==> src/rtl/modular_half_iter.sv <==
// Iterative modular halving: y = x * 2^-k mod q, two 12-bit Kyber lanes or one Dilithium lane.
// Optional input reduction on capture is enabled by defining MODHALF_INPUT_REDUCE_EN.
module modular_half_iter #(
  parameter int DATA_WIDTH = 24,
  parameter int K_Q        = 3329,
  parameter int D_Q        = 8380417,
  parameter int SHIFT_W    = 4
) (
  input  logic                  clk,
  input  logic                  rst,
  input  logic                  in_valid,
  output logic                  in_ready,
  input  logic [DATA_WIDTH-1:0] x_in,
  input  logic                  KD_mode,
  input  logic [SHIFT_W-1:0]    shift_k,
  output logic                  out_valid,
  input  logic                  out_ready,
  output logic [DATA_WIDTH-1:0] y_out,
  output logic                  busy
);

  localparam int LANE_W = DATA_WIDTH / 2;
  localparam logic [LANE_W-1:0]     K_HALF = LANE_W'((K_Q + 1) / 2);
  localparam logic [DATA_WIDTH-1:0] D_HALF = DATA_WIDTH'((D_Q + 1) / 2);
`ifdef MODHALF_INPUT_REDUCE_EN
  localparam logic [LANE_W-1:0]     K_Q_L  = LANE_W'(K_Q);
  localparam logic [DATA_WIDTH-1:0] D_Q_W  = DATA_WIDTH'(D_Q);
`endif

  typedef enum logic [1:0] {IDLE, BUSY, DONE} state_t;

  state_t                state_q, state_d;
  logic [DATA_WIDTH-1:0] acc_q, acc_d;
  logic [SHIFT_W-1:0]    cnt_q, cnt_d;
  logic                  mode_q, mode_d;

  logic [DATA_WIDTH-1:0] k_cap, k_step;
  logic [DATA_WIDTH-1:0] d_cap, d_step;

  // Kyber lanes are fully independent: each lane halves within its own 12 bits.
  genvar gi;
  generate
    for (gi = 0; gi < 2; gi++) begin : g_lane
      logic [LANE_W-1:0] x_l;
      logic [LANE_W-1:0] a_l;
      assign x_l = x_in[gi*LANE_W +: LANE_W];
      assign a_l = acc_q[gi*LANE_W +: LANE_W];
`ifdef MODHALF_INPUT_REDUCE_EN
      assign k_cap[gi*LANE_W +: LANE_W] = (x_l >= K_Q_L) ? (x_l - K_Q_L) : x_l;
`else
      assign k_cap[gi*LANE_W +: LANE_W] = x_l;
`endif
      assign k_step[gi*LANE_W +: LANE_W] = a_l[0] ? ((a_l >> 1) + K_HALF) : (a_l >> 1);
    end
  endgenerate

`ifdef MODHALF_INPUT_REDUCE_EN
  assign d_cap = (x_in >= D_Q_W) ? (x_in - D_Q_W) : x_in;
`else
  assign d_cap = x_in;
`endif
  // Odd values add (q+1)/2, which is the modular inverse of 2 applied to the dropped bit.
  assign d_step = acc_q[0] ? ((acc_q >> 1) + D_HALF) : (acc_q >> 1);

  always_comb begin
    state_d   = state_q;
    acc_d     = acc_q;
    cnt_d     = cnt_q;
    mode_d    = mode_q;
    in_ready  = 1'b0;
    out_valid = 1'b0;
    busy      = 1'b0;
    case (state_q)
      IDLE: begin
        in_ready = 1'b1;
        if (in_valid) begin
          acc_d   = KD_mode ? d_cap : k_cap;
          mode_d  = KD_mode;
          cnt_d   = shift_k;
          state_d = (shift_k == '0) ? DONE : BUSY;
        end
      end
      BUSY: begin
        busy  = 1'b1;
        acc_d = mode_q ? d_step : k_step;
        cnt_d = cnt_q - SHIFT_W'(1);
        if (cnt_q == SHIFT_W'(1)) begin
          state_d = DONE;
        end
      end
      DONE: begin
        busy      = 1'b1;
        out_valid = 1'b1;
        if (out_ready) begin
          state_d = IDLE;
        end
      end
      default: begin
        state_d = IDLE;
      end
    endcase
  end

  always_ff @(posedge clk or posedge rst) begin
    if (rst) begin
      state_q <= IDLE;
      acc_q   <= '0;
      cnt_q   <= '0;
      mode_q  <= 1'b0;
    end else begin
      state_q <= state_d;
      acc_q   <= acc_d;
      cnt_q   <= cnt_d;
      mode_q  <= mode_d;
    end
  end

  assign y_out = acc_q;

endmodule

==> config.mk <==
export PLATFORM = sky130hd
export DESIGN_NAME = modular_half_iter
export DESIGN_NICKNAME = d
export VERILOG_FILES = /design/src/rtl/modular_half_iter.sv
export SDC_FILE = /design/constraint.sdc
export NUM_CORES = 1
export LEC_CHECK = 0
export ABC_AREA = 1
export BUFFER_PORTS_ARGS = -buffer_cell sky130_fd_sc_hd__buf_2
export CAP_MARGIN = 20
export CORE_MARGIN = 1
export CORE_UTILIZATION = 50
export DETAILED_ROUTE_END_ITERATION = 7
export PLACE_DENSITY_LB_ADDON = 0.05
export REMOVE_ABC_BUFFERS = 1
export SYNTH_ARGS = -nofsm -noshare
export SYNTH_HDL_FRONTEND = slang
export SYNTH_SLANG_ARGS = --single-unit
==> constraint.sdc <==
create_clock -name clk -period 2.6 [get_ports clk]
set_clock_uncertainty 0.05 [all_clocks]
set_input_delay 0.52 -clock clk [delete_from_list [all_inputs] [get_ports clk]]
set_output_delay 0.52 -clock clk [all_outputs]
set_load 0.03 [all_outputs]
==> flow_summary.json <==
{
  "seq_area_frac_synth_pct": 28.8,
  "status": "completed",
  "cts_tree": "built",
  "yosys_most_used_dff": "dfrtp_1",
  "layout_setup_ws_ns": 0.365,
  "synth_area_leaders": "dfrtp_1 (29%), nand2_1 (18%), nor2_1 (8.4%)",
  "worstMarginPinSlew_ns": 0.588,
  "yosysWarnings": 0,
  "synth_cell_types": 29,
  "clock-sinks": 31,
  "grt_pass1_wl_um": 11300,
  "antenna_cells": 0,
  "antenna_left": 0,
  "port_buffers": 59,
  "cp-start-kind": "flip-flop",
  "synthToLayoutAreaGrowth_pct": 14.3,
  "layout_common_cells": "nand2_1 (129), nor2_1 (60), buf_2 (59)",
  "async_flop_share_pct": 100,
  "drcViolationCount": 0,
  "first_pass_iters": 4,
  "synth_top_area_share_pct": 28.8,
  "pre_cts_slack_ns": 0.363,
  "initial_core_util_pct": 52.4,
  "layout-drive-gt1-share_pct": 19.1,
  "place_congestion": 0.887,
  "clockRootBuffer": "clkbuf_8",
  "vias": 2925,
  "period_share_pct": 85.9,
  "setup_tns_ns": 0,
  "mostFrequentLayoutCell": "nand2_1",
  "viasPerCell": 5.24,
  "grt_pass1_vias": 2504,
  "hold_class": "primary input to asynchronous set/reset pin",
  "vdd_drop_max_v": 0.000772,
  "finalHoldViolations": 0,
  "die-area_um2": 5690,
  "synth_area_um2": 2690,
  "dp_hpwl_um": 4930,
  "synth_edf_count": 0,
  "utilization_pct": 59.9,
  "p_leak_nw": 1.58,
  "grt_max_degree": 44,
  "p_per_area_nw_per_um2": 1370,
  "critPathKind": "flip-flop to flip-flop",
  "cts_setup_buffers": 0,
  "nets": 530,
  "die_w_um": 75.4,
  "synth_area_per_cell_um2": 6.21,
  "io-pin-count": 60,
  "crit_required_ns": 2.72,
  "finalSetupViolCount": 0,
  "end_kind": "flip-flop",
  "drtIter0Drc": 241,
  "max-cap-violations": 0,
  "cp_max_fo": 31,
  "clk_pin_slew_ns": 0.07,
  "drt-total-wl_um": 6900,
  "crit_path_start": "state_q[1]",
  "maxSlewViolCount": 0,
  "cp.arrival_ns": 2.36,
  "core.rowCount": 26,
  "numCtsBuffers": 5,
  "ctsResizeCount": 0,
  "fin_crit_ns": 2.23,
  "synth.largest_area_cell": "dfrtp_1",
  "r2r_start": "state_q[1]",
  "hold_buffers": 0,
  "rsz0062_at_grt": "false",
  "synth_cells": 434,
  "clockBufferDepth": 2,
  "core_um2": 5140,
  "antenna_found_initial": 0,
  "dieHeight_um": 75.4,
  "max_freq_ghz": 0.448,
  "grt.total_usage_pct": 26.0,
  "synth-seq-cells": 31,
  "max-slew-margin-rel_pct": 60.6,
  "wl_per_cell_um": 12.4,
  "htree_num_levels": 2,
  "gr-total-overflow": 0,
  "clk_latency_ns": 0.29
}
## cells in the mapped netlist (2+ instances only)
library cell and number:
inv_2 6, xor2_1 3, nand4_1 7, o221ai_1 2
nor2_1 60, dfrtp_1 31, nor3_1 6, buf_2 7
o21ai_0 26, o211ai_1 4, clkbuf_1 4, nor2_2 9
clkbuf_8 3, nand2_2 4, o21ai_1 9, ha_1 10
nor2_4 3, nand2_1 129, a21oi_1 18, inv_1 45
nand3_1 40
## registers in the layout (all words and copies together) (netlist names)
| register | count |
|---|---|
| y_out | 24 |
| mode_q | 1 |
| state_q | 2 |
| cnt_q | 4 |
## layer usage
layer,global-route usage [%],vias up,part of all wire (%)
met5,0,-,0
met3,4.23,6,6.1
met1,35.3,1324,46
li1,-,1498,-
met2,43.2,97,47
met4,7.00,0,0.91
## cells by family (layout without fill, tap and decap cells)
| group | after synthesis | after routing | share of synthesized area [%] |
|---|---|---|---|
| and+or+nand+nor | 261 | 261 | 41.7 |
| buffers and inverters | 66 | 120 | 10.9 |
| AOI/OAI and AO/OA | 63 | 63 | 13.0 |
| DFF | 31 | 31 | 28.8 |
| adders and majority gates | 10 | 10 | 4.64 |
| xor gates and xnor gates | 3 | 3 | 0.976 |
## worst max-delay path, stage by stage (launching register included)
cell	delay, ns
dfrtp_1	0.38
inv_1	0.09
ha_1	0.19
inv_2	0.15
o21ai_4	0.51
inv_2	0.41
a211oi_1	0.26
a21oi_1	0.06
## layout make-up
class                      instances  area [um^2]
inverter                          51          191
multi-input combinational        337         1620
clock buffer                       5         68.8
tap                               70         87.6
clock inverter                     3         20.0
fill                             540         2060
sequential                        31          776
timing repair buffer              61          310
## final timing paths
kind | endpoint | slack [ns] | depth (start not counted)
worst max-delay path | cnt_q[2] | 0.37 | 7
worst min-delay path | state_q[1] | 0.16 | 2
worst max register to register | cnt_q[2] | 0.37 | 7
worst min register to register | y_out[23] | 0.53 | 2
max in group asynchronous | y_out[17] | 1.69 | 3
min in group clk | y_out[4] | 0.42 | 3
## power by group
part	internal, mW	switching [mW]	total (mW)
clock	0.186	0.210	0.397
sequential	0.732	0.415	1.15
combinational	0.834	1.84	2.67
## stage by stage
| stage | cell area (um^2) | hold slack, ns | power (mW) | std cells |
|---|---|---|---|---|
| 2_1_floorplan | 2590 | 0.477 | 3.10 | 419 |
| 3_3_place_gp | 2990 | 0.492 | 3.76 | 550 |
| 3_5_place_dp | 2990 | 0.497 | 3.81 | 550 |
| 4_1_cts | 3080 | 0.184 | 4.22 | 558 |
| 5_1_grt | 3080 | 0.220 | 4.66 | 558 |
| 6_report | 3080 | 0.165 | 4.22 | 558 |
No activity file was read; power rests on OpenSTA's default activity.
